==> config.mk <==
export PLATFORM = sky130hd
export DESIGN_NAME = cronometro_ctrl_flat
export DESIGN_NICKNAME = d
export VERILOG_FILES = /design/src/rtl/cronometro_pkg.sv /design/src/rtl/cronometro_ctrl_if.sv /design/src/rtl/cronometro_ctrl_tick_gen.sv /design/src/rtl/cronometro_ctrl.sv /design/src/flat_wrapper.sv
export SDC_FILE = /design/constraint.sdc
export NUM_CORES = 1
export LEC_CHECK = 0
export CORE_ASPECT_RATIO = 0.7
export CORE_MARGIN = 8
export CORE_UTILIZATION = 45
export CTS_BUF_LIST = sky130_fd_sc_hd__clkbuf_8
export CTS_CLUSTER_DIAMETER = 120
export DETAILED_ROUTE_END_ITERATION = 16
export GPL_TIMING_DRIVEN = 0
export MAX_ROUTING_LAYER = met4
export PLACE_DENSITY = 0.75
export SETUP_SLACK_MARGIN = 0.02
export SLEW_MARGIN = 20
export SYNTH_ARGS = -nofsm -noshare
export SYNTH_HDL_FRONTEND = slang
export SYNTH_SLANG_ARGS = --single-unit
==> constraint.sdc <==
create_clock -name clk -period 3 [get_ports clk]
set_clock_uncertainty 0.2 [all_clocks]
set_input_delay 0.75 -clock clk [delete_from_list [all_inputs] [get_ports clk]]
set_output_delay 0.75 -clock clk [all_outputs]
set_load 0.01 [all_outputs]
==> src/rtl/cronometro_pkg.sv <==
// Shared types and constants for the stopwatch/countdown core.
package cronometro_pkg;

    typedef enum logic [1:0] {
        IDLE  = 2'd0,
        RUN   = 2'd1,
        PAUSE = 2'd2,
        DONE  = 2'd3
    } state_t;

    localparam logic [3:0] DEC_MAX = 4'd9;

endpackage

==> src/rtl/cronometro_ctrl_if.sv <==
// Control pulses from the button front end and count/status values to the display driver.
interface cronometro_ctrl_if #(
    parameter int SEC_W = 10
);
    logic             start_stop;
    logic             clear;
    logic             lap;
    logic             mode_down;
    logic [SEC_W-1:0] load_seg;
    logic [3:0]       cont_dec;
    logic [SEC_W-1:0] cont_seg;
    logic [3:0]       lap_dec;
    logic [SEC_W-1:0] lap_seg;
    logic             lap_valid;
    logic             running;
    logic             expired;
    logic             tick;

    modport master (
        output start_stop, clear, lap, mode_down, load_seg,
        input  cont_dec, cont_seg, lap_dec, lap_seg, lap_valid, running, expired, tick
    );

    modport slave (
        input  start_stop, clear, lap, mode_down, load_seg,
        output cont_dec, cont_seg, lap_dec, lap_seg, lap_valid, running, expired, tick
    );

endinterface

==> src/rtl/cronometro_ctrl_tick_gen.sv <==
// Prescaler: divides clk down to one step strobe every CLK_PER_TENTH enabled cycles.
module tick_gen #(
    parameter int CLK_PER_TENTH = 10
) (
    input  logic clk,
    input  logic reset,
    input  logic enable,
    input  logic clr,
    output logic tick
);

    localparam int            CW   = $clog2(CLK_PER_TENTH + 1);
    localparam logic [CW-1:0] LAST = CW'(CLK_PER_TENTH - 1);

    logic [CW-1:0] cnt;

    // Strobe is combinational so the counters step on the same edge the phase wraps.
    assign tick = enable && (cnt == LAST);

    always_ff @(posedge clk or negedge reset) begin
        if (!reset) begin
            cnt <= '0;
        end else if (clr) begin
            cnt <= '0;
        end else if (enable) begin
            cnt <= (cnt == LAST) ? '0 : cnt + 1'b1;
        end
    end

endmodule

==> src/rtl/cronometro_ctrl.sv <==
// Stopwatch/countdown controller: run/pause FSM, tenths/seconds stepping, lap capture, expiry.
module cronometro_ctrl
    import cronometro_pkg::*;
#(
    parameter int CLK_PER_TENTH = 10,
    parameter int SEC_W         = 10,
    parameter int SEC_MAX       = 999
) (
    input logic              clk,
    input logic              reset,
    cronometro_ctrl_if.slave bus
);

    localparam logic [SEC_W-1:0] SEC_LAST = SEC_W'(SEC_MAX);

    state_t           state;
    logic             mode_q;
    logic [3:0]       dec_q;
    logic [SEC_W-1:0] seg_q;
    logic [3:0]       lap_dec_q;
    logic [SEC_W-1:0] lap_seg_q;
    logic             lap_valid_q;
    logic             running_q;
    logic             expired_q;
    logic             tick_q;

    logic             step;
    logic [3:0]       dec_nxt;
    logic [SEC_W-1:0] seg_nxt;
    logic             hit_zero;

    tick_gen #(
        .CLK_PER_TENTH(CLK_PER_TENTH)
    ) u_tick_gen (
        .clk   (clk),
        .reset (reset),
        .enable(state == RUN),
        .clr   (bus.clear),
        .tick  (step)
    );

    always_comb begin
        dec_nxt = dec_q;
        seg_nxt = seg_q;
        if (!mode_q) begin
            if (dec_q == DEC_MAX) begin
                dec_nxt = '0;
                seg_nxt = (seg_q == SEC_LAST) ? '0 : seg_q + 1'b1;
            end else begin
                dec_nxt = dec_q + 4'd1;
            end
        end else begin
            // A running countdown never sits at 0.0, so the borrow cannot underflow.
            if (dec_q == 4'd0) begin
                dec_nxt = DEC_MAX;
                seg_nxt = seg_q - 1'b1;
            end else begin
                dec_nxt = dec_q - 4'd1;
            end
        end
        hit_zero = mode_q && (dec_nxt == 4'd0) && (seg_nxt == '0);
    end

    always_ff @(posedge clk or negedge reset) begin
        if (!reset) begin
            state       <= IDLE;
            mode_q      <= 1'b0;
            dec_q       <= '0;
            seg_q       <= '0;
            lap_dec_q   <= '0;
            lap_seg_q   <= '0;
            lap_valid_q <= 1'b0;
            running_q   <= 1'b0;
            expired_q   <= 1'b0;
            tick_q      <= 1'b0;
        end else if (bus.clear) begin
            state       <= IDLE;
            dec_q       <= '0;
            seg_q       <= '0;
            lap_dec_q   <= '0;
            lap_seg_q   <= '0;
            lap_valid_q <= 1'b0;
            running_q   <= 1'b0;
            expired_q   <= 1'b0;
            tick_q      <= 1'b0;
        end else begin
            tick_q <= 1'b0;
            if (bus.lap && (state == RUN || state == PAUSE)) begin
                lap_dec_q   <= dec_q;
                lap_seg_q   <= seg_q;
                lap_valid_q <= 1'b1;
            end
            case (state)
                IDLE: begin
                    if (bus.start_stop) begin
                        mode_q <= bus.mode_down;
                        if (bus.mode_down && bus.load_seg == '0) begin
                            state     <= DONE;
                            expired_q <= 1'b1;
                        end else begin
                            state     <= RUN;
                            running_q <= 1'b1;
                            dec_q     <= '0;
                            if (bus.mode_down) begin
                                seg_q <= (bus.load_seg > SEC_LAST) ? SEC_LAST : bus.load_seg;
                            end
                        end
                    end
                end
                RUN: begin
                    if (step) begin
                        dec_q  <= dec_nxt;
                        seg_q  <= seg_nxt;
                        tick_q <= 1'b1;
                    end
                    // Reaching 0.0 outranks a simultaneous pause request.
                    if (step && hit_zero) begin
                        state     <= DONE;
                        running_q <= 1'b0;
                        expired_q <= 1'b1;
                    end else if (bus.start_stop) begin
                        state     <= PAUSE;
                        running_q <= 1'b0;
                    end
                end
                PAUSE: begin
                    if (bus.start_stop) begin
                        state     <= RUN;
                        running_q <= 1'b1;
                    end
                end
                default: ;
            endcase
        end
    end

    assign bus.cont_dec  = dec_q;
    assign bus.cont_seg  = seg_q;
    assign bus.lap_dec   = lap_dec_q;
    assign bus.lap_seg   = lap_seg_q;
    assign bus.lap_valid = lap_valid_q;
    assign bus.running   = running_q;
    assign bus.expired   = expired_q;
    assign bus.tick      = tick_q;

endmodule

==> src/flat_wrapper.sv <==
// flat-port wrapper written by rule: the top's interface ports become plain ports
module cronometro_ctrl_flat import cronometro_pkg::*;
#(
    parameter int CLK_PER_TENTH = 10,
    parameter int SEC_W         = 10,
    parameter int SEC_MAX       = 999
)
  (clk, reset, bus_start_stop, bus_clear, bus_lap, bus_mode_down, bus_load_seg, bus_cont_dec, bus_cont_seg, bus_lap_dec, bus_lap_seg, bus_lap_valid, bus_running, bus_expired, bus_tick);
  cronometro_ctrl_if #(.SEC_W(SEC_W)) bus_i ();
  input logic clk;
  input logic reset;
  input wire logic [$bits(bus_i.start_stop)-1:0] bus_start_stop;
  input wire logic [$bits(bus_i.clear)-1:0] bus_clear;
  input wire logic [$bits(bus_i.lap)-1:0] bus_lap;
  input wire logic [$bits(bus_i.mode_down)-1:0] bus_mode_down;
  input wire logic [$bits(bus_i.load_seg)-1:0] bus_load_seg;
  output wire logic [$bits(bus_i.cont_dec)-1:0] bus_cont_dec;
  output wire logic [$bits(bus_i.cont_seg)-1:0] bus_cont_seg;
  output wire logic [$bits(bus_i.lap_dec)-1:0] bus_lap_dec;
  output wire logic [$bits(bus_i.lap_seg)-1:0] bus_lap_seg;
  output wire logic [$bits(bus_i.lap_valid)-1:0] bus_lap_valid;
  output wire logic [$bits(bus_i.running)-1:0] bus_running;
  output wire logic [$bits(bus_i.expired)-1:0] bus_expired;
  output wire logic [$bits(bus_i.tick)-1:0] bus_tick;
  assign bus_i.start_stop = bus_start_stop;
  assign bus_i.clear = bus_clear;
  assign bus_i.lap = bus_lap;
  assign bus_i.mode_down = bus_mode_down;
  assign bus_i.load_seg = bus_load_seg;
  assign bus_cont_dec = bus_i.cont_dec;
  assign bus_cont_seg = bus_i.cont_seg;
  assign bus_lap_dec = bus_i.lap_dec;
  assign bus_lap_seg = bus_i.lap_seg;
  assign bus_lap_valid = bus_i.lap_valid;
  assign bus_running = bus_i.running;
  assign bus_expired = bus_i.expired;
  assign bus_tick = bus_i.tick;
  cronometro_ctrl #(.CLK_PER_TENTH(CLK_PER_TENTH), .SEC_W(SEC_W), .SEC_MAX(SEC_MAX)) u_core (.clk(clk), .reset(reset), .bus(bus_i));
endmodule
==> results_dict.tcl <==
set metrics [dict create \
    min-delay-path-class "in2async" \
    wl_per_cell_um 17.7 \
    antenna_left 0 \
    drc 0 \
    relSlewSlack_pct 51.6 \
    critical_path_required_ps 3010 \
    power.share.sequential_pct 30.7 \
    h-tree-depth 2 \
    swShare_pct 40.1 \
    synth_nets 356 \
    async_flop_share_pct 100 \
    cap_violations 0 \
    outcome "complete, no violations" \
    p_clk_share_pct 22.0 \
    viasPerCell 5.95 \
    die_h_um 81.8 \
    synth_edf_count 0 \
    vias 2795 \
    p_per_area_nw_per_um2 606 \
    wl_mm 8.33 \
    path_class "reg2reg" \
    critPathArrivalTime_ps 2900 \
    p_switching_uw 853 \
    antenna_found_initial 0 \
    placed_cell_area_um2 3370 \
    yosys.cell_types.count 62 \
    grt_overflow 0 \
    yosys_warnings 0 \
    clock_latency_ps 310 \
    crit_fanout 8 \
    design_area_um2 3510 \
    synth.avg_cell_area_um2 8.31 \
    internal_power_uw 1280 \
    grtUsageTotal_pct 19.5 \
    synthesis.area_um2 2780 \
    synth_top_cell_by_area "dfrtp_1" \
    post-dp-hpwl_mm 6.29 \
    cts_tree "done" \
    first_global_vias 2598 \
    cts_root_buffer "clkbuf_8" \
    cts.clk_slew.worst_paths_ps 90 \
    ir_drop_v 0.000323 \
    ys_top_cells_by_area "dfrtp_1 35%, nand2_1 7.1%, a21oi_1 4.3%" \
    tightest_slew_ps 716 \
    ys_ff_latch 39 \
    slew_violations 0 \
    hold_viol 0 \
    clk_path_buf_depth 2 \
    top_usage_layer "met2" \
    drtIter0Drc 207 \
    grt_util_met2_pct 27.9 \
    end_kind "register" \
    globalRouteMet3Util_pct 5.56 \
    crit_path_start_kind "register" \
    p_comb_share_pct 47.3 \
    power_leakage_uw 0.00141 \
    io_pins 48 \
    grt_pass1_wl_mm 13.2 \
    yosys_most_used_dff "dfrtp_1" \
    r2r_slack_ps 110 \
    firstDrtPassIters 5 \
    final_nets 412 \
    fmax_mhz 346 \
    whs_ps 191 \
    core_area_um2 6100 \
    fin_crit_ps 2890 \
    reg2reg_depth 8 \
    drive_gt1_share_pct 11.0 \
    rsz0062_at_grt "true" \
    area_growth_pct 26.2 \
    postCtsHoldBufs 0 \
    numCtsBuffers 5 \
    period_share_pct 96.4 \
    use_met1_pct 26.5 \
    die_w_um 110 \
    rows 24 \
    die_area_um2 9000 \
    place.port_buffers 47 \
    initial_utilization_pct 45.7 \
    yosysSeqAreaShare_pct 35.1 \
    antennaDiodeCount 0 \
    yosysTopAreaCellShare_pct 35.1 \
    synthCells 335 \
    grt_max_degree 23 \
    gp_congestion 0.942 \
    setup_violations 0 \
    finalPower_uw 2130 \
    cts.sinks 39 \
]
[cells in the final DEF, fill, tap and decap left out, types with 3 or more instances in the layout]
cell type / Yosys / final
nand3_1: 7 / 7
clkbuf_1: 15 / 14
or3_1: 3 / 3
nor4_1: 4 / 4
clkbuf_8: 3 / 8
nand4_1: 4 / 4
a21oi_1: 24 / 23
o311ai_0: 3 / 3
o21ai_0: 19 / 18
and3_1: 6 / 5
clkdlybuf4s50_1: 0 / 46
nand2_1: 53 / 53
a22oi_1: 4 / 4
o41ai_1: 3 / 3
buf_4: 2 / 4
xnor2_1: 7 / 7
inv_1: 11 / 11
and2_1: 3 / 3
dfrtp_1: 39 / 39
buf_6: 5 / 5
nor2b_1: 5 / 5
ha_1: 5 / 5
mux2_2: 4 / 4
a31oi_1: 4 / 4
nor3_1: 10 / 10
xor2_1: 9 / 9
a22o_1: 7 / 7
o31ai_1: 4 / 4
nor2_1: 27 / 27
[synth_stat cells, types with 3 or more instances]
master    count
o21ai_0      19
nor3_1       10
and2_1        3
ha_1          5
inv_1        11
nand3_1       7
and3_1        6
nand4_1       4
mux2_2        4
or3_1         3
clkbuf_8      3
a31oi_1       4
xor2_1        9
xnor2_1       7
a21oi_1      24
a22o_1        7
o311ai_0      3
dfrtp_1      39
clkbuf_1     15
nor4_1        4
nand2_1      53
o41ai_1       3
nor2b_1       5
nor2_1       27
a22oi_1       4
o31ai_1       4
buf_6         5
[layout make-up]
class | count | area [um^2]
inverter | 11 | 41.3
fill | 541 | 2580
multi-input combinational | 257 | 1590
tap | 78 | 97.6
buffer | 27 | 185
sequential | 39 | 976
timing repair buffer | 50 | 508
clock buffer | 5 | 68.8
clock inverter | 3 | 47.5
[through the flow]
step	TNS (ps)	std cells	util (%)	worst slack (ps)
2_1_floorplan	0	335	-	279
4_1_cts	0	469	57.4	48.3
6_report	0	470	57.7	109
5_1_grt	0	470	57.7	11.0
3_3_place_gp	-8910	460	55.0	-789
3_5_place_dp	-7280	461	55.4	-822
[routing by layer]
layer / up-vias / share of wire [%]
li1: 1314 / -
met1: 1340 / 46
met2: 132 / 44
met3: 9 / 8.9
met4: 0 / 0.91
met5: - / 0
[repair_timing]
| action | CTS | global route |
|---|---|---|
| endpoints found under the setup margin | 10 | 10 |
| gates resized for setup | 2 | 4 |
| pin swaps | 1 | 1 |
| buffers inserted | 1 | 1 |
[state kept, by name, indices dropped and copies added, names as in the netlist]
register,cells
u_core.mode_q,1
u_core.bus.tick,1
u_core.bus.cont_seg,10
u_core.u_tick_gen.cnt,4
u_core.bus.lap_seg,10
u_core.bus.cont_dec,4
u_core.state,2
u_core.bus.expired,1
u_core.bus.running,1
u_core.bus.lap_dec,4
u_core.bus.lap_valid,1
[worst paths after layout]
kind	from	to
worst max register to register	u_core.bus.cont_dec[1]$_DFFE_PN0P_	u_core.bus.running$_DFFE_PN0P_
worst max-delay path	u_core.bus.cont_dec[1]$_DFFE_PN0P_	u_core.bus.running$_DFFE_PN0P_
worst min register to register	u_core.bus.lap_valid$_DFFE_PN0P_	u_core.bus.lap_valid$_DFFE_PN0P_
min in group clk	u_core.bus.lap_valid$_DFFE_PN0P_	u_core.bus.lap_valid$_DFFE_PN0P_
worst min-delay path	reset	u_core.bus.cont_seg[6]$_DFFE_PN0P_
max in group asynchronous	reset	u_core.bus.lap_seg[4]$_DFFE_PN0P_
[cells by family (layout without fill, tap and decap cells)]
kind of cell	after synthesis	count (layout)	synth area share, %
adder cells (fa/ha/maj)	5	5	2.25
XOR/XNOR	16	16	5.03
AND/OR/NAND/NOR	142	142	26.1
flip-flops	39	39	35.1
AO/OA/AOI/OAI	88	88	21.1
buffers and inverters	39	96	8.13
multiplexers	6	6	2.34
[power by group through the flow]
stage / clock network (uW) / registers (uW) / logic, uW
after floorplan: 0 / 674 / 625
after global placement: 0 / 660 / 964
after detailed placement: 0 / 664 / 973
after CTS: 478 / 653 / 984
after global routing: 497 / 662 / 1090
final: 469 / 654 / 1010
[worst max-delay path, cell delays in order (launching register included)]
cell,delay [ps]
dfrtp_1,470
or4_4,580
o31a_1,310
o31ai_1,280
o21ai_0,170
nor4_2,230
buf_4,170
nand3_2,110
a41o_1,260
No activity file was read; power rests on OpenSTA's default activity.
